[config.mk]
export PLATFORM = sky130hd
export DESIGN_NAME = writeback_stage
export DESIGN_NICKNAME = d
export VERILOG_FILES = /design/src/rtl/writeback_stage.sv
export SDC_FILE = /design/constraint.sdc
export NUM_CORES = 1
export LEC_CHECK = 0
export BUFFER_PORTS_ARGS = -buffer_cell sky130_fd_sc_hd__buf_2
export CAP_MARGIN = 15
export CORE_AREA = 2 2 147 149
export CTS_CLUSTER_DIAMETER = 150
export DETAILED_ROUTE_END_ITERATION = 16
export DIE_AREA = 0 0 149 151
export PLACE_DENSITY_LB_ADDON = 0.08
export SKIP_LAST_GASP = 1
export SLEW_MARGIN = 10
export SYNTH_ARGS = -nofsm -noshare
export SYNTH_HDL_FRONTEND = slang
export SYNTH_SLANG_ARGS = --single-unit
[constraint.sdc]
create_clock -name clk -period 4.23 [get_ports clk]
set_clock_uncertainty 0.05 [all_clocks]
set_input_delay 0.423 -clock clk [delete_from_list [all_inputs] [get_ports clk]]
set_output_delay 0.423 -clock clk [all_outputs]
set_load 0.005 [all_outputs]
[src/rtl/writeback_stage.sv]
// Writeback stage: the MEM/WB pipeline register, the register-file write port,
// a per-register pending-write scoreboard that drives the ID stall, and a
// counter of retired register writes.
module writeback_stage #(
    parameter int PEND_W = 2
) (
    input  logic        clk,
    input  logic        reset,
    input  logic        memValid,
    input  logic        memRegWrite,
    input  logic        memMemToReg,
    input  logic [4:0]  memWriteRegister,
    input  logic [31:0] memAluResult,
    input  logic [31:0] memReadData,
    input  logic        flush,
    input  logic        issueValid,
    input  logic        issueRegWrite,
    input  logic [4:0]  issueDest,
    input  logic [4:0]  idRs,
    input  logic [4:0]  idRt,
    input  logic        idUsesRs,
    input  logic        idUsesRt,
    output logic        regWrite,
    output logic [4:0]  writeRegister,
    output logic [31:0] writeData,
    output logic        stall,
    output logic [31:0] retireCount,
    output logic        scoreError
);

    localparam logic [PEND_W-1:0] PEND_MAX = '1;
    localparam logic [PEND_W-1:0] PEND_ONE = PEND_W'(1);

    // MEM/WB pipeline register
    logic        wb_valid_q, wb_valid_d;
    logic        wb_reg_write_q;
    logic        wb_mem_to_reg_q;
    logic [4:0]  wb_write_register_q;
    logic [31:0] wb_alu_result_q;
    logic [31:0] wb_read_data_q;

    // Scoreboard and retire state
    logic [PEND_W-1:0] pend_q [32];
    logic [PEND_W-1:0] pend_d [32];
    logic              score_error_q, score_error_d;
    logic [31:0]       retire_count_q, retire_count_d;

    logic              accept;
    logic [PEND_W-1:0] eff_rs, eff_rt;

    // A squashed instruction still loads its fields but enters WB as invalid.
    assign wb_valid_d = memValid & ~flush;

    // Write port is driven purely from registered state so it is stable for
    // the whole cycle and the negedge-written register file sees settled data.
    assign regWrite      = wb_valid_q & wb_reg_write_q & (wb_write_register_q != 5'd0);
    assign writeRegister = wb_write_register_q;
    assign writeData     = wb_mem_to_reg_q ? wb_read_data_q : wb_alu_result_q;

    assign retireCount = retire_count_q;
    assign scoreError  = score_error_q;

    // Effective pending count per source, crediting a write retiring this cycle
    always_comb begin
        // NOTE: every combinational output gets a default before any branch so no latch is inferred.
        eff_rs = pend_q[idRs];
        eff_rt = pend_q[idRt];
        // The negedge register-file write makes this cycle's writeback visible
        // to the ID read; the credit never goes below zero.
        if (regWrite && (writeRegister == idRs) && (eff_rs != '0)) begin
            eff_rs = eff_rs - PEND_ONE;
        end
        if (regWrite && (writeRegister == idRt) && (eff_rt != '0)) begin
            eff_rt = eff_rt - PEND_ONE;
        end
        stall = (idUsesRs && (idRs != 5'd0) && (eff_rs != '0)) ||
                (idUsesRt && (idRt != 5'd0) && (eff_rt != '0));
    end

    assign accept = issueValid & ~stall & issueRegWrite & (issueDest != 5'd0);

    // Next state of the pending counters and the sticky error flag
    always_comb begin
        score_error_d = score_error_q;
        for (int i = 0; i < 32; i++) begin
            pend_d[i] = pend_q[i];
            if (i == 0) begin
                pend_d[i] = '0;
            end else if (accept && (issueDest == 5'(i)) &&
                         !(regWrite && (writeRegister == 5'(i)))) begin
                if (pend_q[i] == PEND_MAX) begin
                    score_error_d = 1'b1;
                end else begin
                    pend_d[i] = pend_q[i] + PEND_ONE;
                end
            end else if (regWrite && (writeRegister == 5'(i)) &&
                         !(accept && (issueDest == 5'(i)))) begin
                if (pend_q[i] == '0) begin
                    score_error_d = 1'b1;
                end else begin
                    pend_d[i] = pend_q[i] - PEND_ONE;
                end
            end
        end
    end

    // Retire counter advances once per completed register write, wrapping
    assign retire_count_d = regWrite ? retire_count_q + 32'd1 : retire_count_q;

    // State register: reset wins over flush, issue and retire
    always_ff @(posedge clk) begin
        // NOTE: sequential state uses non-blocking assignments so every register samples pre-edge values.
        if (reset) begin
            wb_valid_q          <= 1'b0;
            wb_reg_write_q      <= 1'b0;
            wb_mem_to_reg_q     <= 1'b0;
            wb_write_register_q <= 5'd0;
            wb_alu_result_q     <= 32'd0;
            wb_read_data_q      <= 32'd0;
            score_error_q       <= 1'b0;
            retire_count_q      <= 32'd0;
            // NOTE: the counter array is reset explicitly; stale counts would stall ID forever.
            for (int i = 0; i < 32; i++) begin
                pend_q[i] <= '0;
            end
        end else begin
            wb_valid_q          <= wb_valid_d;
            wb_reg_write_q      <= memRegWrite;
            wb_mem_to_reg_q     <= memMemToReg;
            wb_write_register_q <= memWriteRegister;
            wb_alu_result_q     <= memAluResult;
            wb_read_data_q      <= memReadData;
            score_error_q       <= score_error_d;
            retire_count_q      <= retire_count_d;
            for (int i = 0; i < 32; i++) begin
                pend_q[i] <= pend_d[i];
            end
        end
    end

endmodule
After elaboration in Yosys (flattened, before gate mapping)
Memories as Yosys holds them, arrays and structs flattened.
Index checks and enable logic that the tools add are counted.
{"block": "word_totals", "regBits": 105, "memories": 1, "word_cells": 729, "output_inout_bits": 72, "inputBits": 94, "ramBits": 64}
{"block": "classes", "n_eq_ne": 95, "n_mux": 286, "addsub": 65, "reduce_logical": 234, "bitwise": 40}
{"memory": "pend_q", "depth": 32, "width": 2, "read_ports": 33, "rd_clocked_by_memory_dff": 0, "write_ports": 32, "line": "43", "source": "logic [PEND_W-1:0] pend_q [32];"}
{"operator": "$mux 2", "n": 158}
{"operator": "$eq 5x5->1 const B", "n": 32}
{"operator": "$logic_and 1x1->1", "n": 132}
{"operator": "$mux 1", "n": 127}
{"operator": "$eq 5x4->1 const B", "n": 16}
{"operator": "$sub 2x1->2 const B", "n": 33}
{"operator": "$add 2x1->2 const B", "n": 31}
{"operator": "$eq 2x2->1 const B", "n": 31}
{"operator": "$logic_not 1->1", "n": 62}
{"operator": "$logic_not 2->1", "n": 31}
{"operator": "$eq 5x3->1 const B", "n": 8}
{"operator": "$add 32x1->32 const B", "n": 1}
{"operator": "$mux 32", "n": 1}
{"operator": "$or 1x1->1", "n": 32}
{"operator": "$eq 5x2->1 const B", "n": 4}
{"operator": "$reduce_bool 5->1", "n": 4}
{"operator": "$eq 5x1->1 const B", "n": 2}
{"operator": "$eq 5x5->1", "n": 2}
{"operator": "$reduce_bool 2->1", "n": 4}
{"operator": "$and 1x1->1", "n": 6}
{"operator": "$not 1->1", "n": 2}
{"operator": "$logic_or 1x1->1", "n": 1}

Logic depth before layout (Yosys ltp)
{"block": "depth", "word_depth": 107, "mapped_depth": 22, "ltp_nobuf": 17}

Worst setup path before layout
No wires, ideal clock.
{"block": "synth_timing", "kind": "input to register", "start": "input port idRs[0]", "end": "register score_error_q, in the netlist scoreError", "setup_ns": 0.132, "path_stages": 21, "path_buffers": 4, "required_time_ns": 4.048, "arrival_time_ns": 3.978, "setup_slack_ns": 0.070, "cell_sequence": "buf_6 > buf_6 > mux2_2 > a22oi_1 > or3_1 > a31oi_1 > inv_1 > ha_1 > nor4_1 > a31o_1 > or2_1 > buf_2 > buf_6 > nand4_1 > ha_1 > nor2b_1 > a32o_1 > a311oi_1 > nand4_1 > nor4_1 > a21oi_1"}
{"block": "synth_between", "elab_chain_cells": 106, "elab_cells_between_ends": 262}
{"element": "start: declaration", "line": "19", "source": "input logic [4:0] idRs,"}
{"element": "branches (longest 5 deep; another with $mem_v2 32x2)"}
{"element": "$logic_and 1x1->1 (*)", "line": "76", "source": "stall = (idUsesRs && (idRs != 5'd0) && (eff_rs != '0)) ||"}
{"element": "$logic_or 1x1->1 (*)", "line": "76"}
{"element": "$not 1->1 (*)", "line": "80", "source": "assign accept = issueValid & ~stall & issueRegWrite & (issueDest != 5'd0);"}
{"element": "$and 1x1->1 (*) (3 in series)", "line": "80"}
{"element": "$logic_and 1x1->1", "line": "89, 97"}
{"element": "$logic_not 1->1", "line": "97", "source": "!(accept && (issueDest == 5'(i)))) begin"}
{"element": "$logic_and 1x1->1", "line": "96", "source": "end else if (regWrite && (writeRegister == 5'(i)) &&"}
{"element": "[84 not listed]"}
{"element": "$mux 1", "line": "96"}
{"element": "$mux 1", "line": "89", "source": "end else if (accept && (issueDest == 5'(i)) &&"}
{"element": "$mux 1", "line": "98", "source": "if (pend_q[i] == '0) begin"}
{"element": "$mux 1", "line": "96"}
{"element": "$mux 1", "line": "89"}
{"element": "$mux 1", "line": "98"}
{"element": "$mux 1", "line": "96"}
{"element": "$mux 1 (*)", "line": "89"}
{"element": "end signal: assignment", "line": "133", "source": "score_error_q <= score_error_d;"}
{"element": "end: declaration", "line": "45", "source": "logic score_error_q, score_error_d;"}
Mark *: on every way between the ends.
A chain may end at the register's enable or synchronous reset.

==> metrics.md <==
| Metric | Value |
|---|---|
| CP top delay family | `simple AND/OR/NAND/NOR gates` |
| Port Buffers | `roughly 170` |
| Clk slew on worst S/H paths | `0.07 ns` |
| R2R depth | `17` |
| Mapped cell area | `10300 sq um` |
| Top_reg_cell synth | `dfxtp_1` |
| Layout cells sized above 1 | `30.26%` |
| Busiest layer in global routing | `met2` |
| Synth area leaders | `dfxtp_1, ha_1, nor2b_1` |
| Count leader, synth | `dfxtp_1` |
| Commonest cells post-synth | `dfxtp_1, nor2b_1, nand2_1, nor2_1, o21ai_0` |
| Leak | `5.570 nW` |
| Tmin final | `~4.2 ns` |
| Slew @ Worst Pin | `around 0.83 ns` |
| Routability cong. | `approximately 0.99` |
| Share of the synthesized area in the top cell type | `32.45%` |
| Vias in the first global route | `9392` |
| Clock Latency Late Sink | `0.43 ns` |
| CTS H-Tree Depth | `4` |
| Crit. End Element | `register` |
| Critical Path Source Type | `register` |
| Antenna Cells | `0` |
| Avg Inst Size Synth | `8.521 sq um` |
| Arr. time, crit path | `roughly 4.5 ns` |
| Total grt overflow | `0` |
| GR Util met1 | `36.93%` |
| Clock Sinks | `roughly 170` |
| Clock buffer depth | `2` |
| Detail Placement HPWL | `about 25 mm` |
| Site Rows | `53` |
| Routed Antenna Nets | `0` |
| Max-capacitance violation count | `0` |
| DIE WIDTH | `roughly 150 um` |
| Synth Net Count | `1368` |
| Reg2Reg Setup Slack | `0.003 ns` |
| Max stage delay cell, worst path | `nor4b_1` |
| Num CTS Buffers | `17` |
| Max-slew violations | `0` |
| Worst slew margin | `44.61%` |
| Initial Util | `approximately half` |
| Critical-path cell list | `mux4_2 > mux2i_2 > nand2_1 > a31oi_1 > ha_2 > nor4_4 > and3_1 > nor3_4 > buf_6 > nor4_4 > ha_2 > buf_4 > nor4b_1 > nor4_2 > nand4_1 > nor4_1 > a21oi_1` |
| Cell Pwr Density | `271.4 nW/um^2` |
| Mapped Cells | `roughly 1200` |
| Routed WL per cell | `between 15 and 20 um` |
| Yosys reg bits | `167` |
| Vias per inst | `5.817` |
| Worst hold slack | `about 0.11 ns` |
| DR DRC count | `0` |
| TritonCTS clock tree | `built` |
| Largest net degree at the start of global routing | `100` |
| Ys Warns | `0` |
| CP max stage delay | `0.65 ns` |
| Endpoints failing hold | `0` |
| Worst R2R End | `scoreError` |
| Post-Route Setup TNS | `0 ns` |
| Met3 Use GR | `7.470%` |
| Hold path start | `flush` |
| Post-Route WL | `33.06 mm` |
| Outcome | `completed` |
| Async SR Flop Fraction | `0%` |
| Antenna violations before repair | `0` |
| Full die area | `22500 sq um` |
| Drt initial violations | `970` |
| Seq/Total Area, Yosys | `between 30% and 40%` |
| Fmax | `between 200 and 250 MHz` |
| IO Count | `166` |
| Synthesis-to-finish area growth | `28.03%` |
| Final #Nets | `1634` |
| Root buf cell | `clkbuf_16` |
| Peak supply drop | `approximately 230 uV` |
| M2 GR Usage | `a little under half` |
| Worst Path Max Fanout | `16` |
| RSZ-0062 raised after global routing | `yes` |
| Worst Path Class, Setup | `register to register` |
| Drt pass-1 iters | `6` |
| Synth area leader | `dfxtp_1` |
| Worst r2r src | `pend_q[11][1]` |
| Via count | `10250` |
| Hold Path Class | `input port to register` |
| Core area | `20820 sq um` |
| Die height | `approximately 150 um` |
| Global-route wire length before repair | `50.60 mm` |
| Worst hold path depth | `2` |
| WP buf/inv | `2` |
| Setup Viol. Count Final | `0` |
| Post-synth EDFFs | `0` |
| Synth cell types | `61` |
| Worst EP required | `4.53 ns` |
| Period utilisation layout | `99.93%` |
| GRT Util Overall | `29.12%` |
| Hold Path End | `wb_valid_q` |
[state kept, by name, indices dropped and copies added, names as in the netlist]
| register | cells |
|---|---|
| retireCount | 32 |
| wb_mem_to_reg_q | 1 |
| wb_read_data_q | 32 |
| wb_alu_result_q | 32 |
| scoreError | 1 |
| writeRegister | 5 |
| wb_valid_q | 1 |
| wb_reg_write_q | 1 |
| pend_q | 62 |
[metal layers]
metal,vias to the layer above,wire length (um)
li1,4874,-
met1,4667,13270
met2,582,14580
met3,127,3476
met4,0,1728
met5,-,0
[worst max-delay path by stage]
stage,slack [ns],start,cells after the start,endpoint
after detailed placement,-0.72,idRt[0],20,scoreError
final,0.003,pend_q[11][1],17,scoreError
after CTS,0.02,pend_q[13][0],17,scoreError
after global placement,-0.68,idRt[0],19,scoreError
after floorplan,0.07,idRs[0],21,scoreError
after global routing,-0.07,pend_q[10][1],17,scoreError
[cell families after synthesis]
kind of cell    Yosys count  share of synthesized area [%]
xor+xnor                 36                          3.060
buf+inv                 126                          5.672
simple gates            529                          28.61
compound gates          211                          12.02
mux                      75                          10.29
fa+ha+maj                65                          7.894
flops                   167                          32.45
[repair_timing]
| action | CTS | global route |
|---|---|---|
| endpoints found under the setup margin | 1 | 1 |
| setup buffers | 0 | 13 |
| gates cloned | 0 | 1 |
| hold endpoints to repair | 0 | 0 |
| pin swaps | 0 | 25 |
| resized for setup | 7 | 49 |
| hold buffers | 0 | 0 |
[report_power, final]
part / internal, mW / leakage, nW / switching, mW
Sequential: 1.61 / 1.37 / 0.0127
Clock: 0.789 / 0.281 / 0.763
Combinational: 0.193 / 3.92 / 0.214
Total: 2.59 / 5.57 / 0.990
[layout by cell type (no fill, tap or decap), types with 4 or more instances in the layout]
cell type	instances
nand3_1	39
ha_2	5
and2_1	6
o21ai_0	81
nand2b_1	36
nor3_1	10
nor2_1	83
mux2_2	37
clkbuf_16	18
buf_6	5
buf_12	6
mux4_2	21
xnor2_1	12
a21oi_1	58
a21o_1	5
and3_1	10
xor2_1	24
o22ai_1	18
a31oi_1	15
nand2_1	83
clkinv_8	4
mux2i_1	15
dfxtp_2	6
nor3b_1	4
nor4_4	7
buf_2	161
dfxtp_1	161
buf_4	146
nor4_1	31
nor2b_1	108
a221oi_1	11
ha_1	59
nor4b_1	28
nand4_1	50
inv_1	53
or3_1	9
[worst reg2reg max path, cell delays in order (launching register included)]
cell and delay, ns:
dfxtp_1 0.40, mux4_2 0.49, mux2i_2 0.22, nand2_1 0.10, a31oi_1 0.27, ha_2 0.26, nor4_4 0.04, and3_1 0.23
nor3_4 0.29, buf_6 0.25, nor4_4 0.07, ha_2 0.22, buf_4 0.14, nor4b_1 0.65, nor4_2 0.15, nand4_1 0.13
nor4_1 0.06, a21oi_1 0.14
[per-stage QoR]
step	worst slack, ns	instances	total power [mW]	utilization, %	area (sq um)
finish	0.003018	1762	3.580	63.35	13190
global route	-0.07330	1762	3.707	63.35	13190
CTS	0.01736	1749	3.567	61.53	12810
detailed placement	-0.7166	1718	2.019	58.58	12200
global placement	-0.6758	1718	2.016	58.58	12200
floorplan	0.06991	1209	1.861	-	10300
[area by class of cell]
type	count	area, sq um
Fill cell	1887	7632
Multi-Input combinational cell	916	6601
Sequential cell	167	3351
Timing Repair Buffer	320	2111
Clock buffer	17	425.4
Tap cell	275	344.1
Inverter	53	198.9
Clock inverter	14	158.9
No activity file was read; power rests on OpenSTA's default activity.
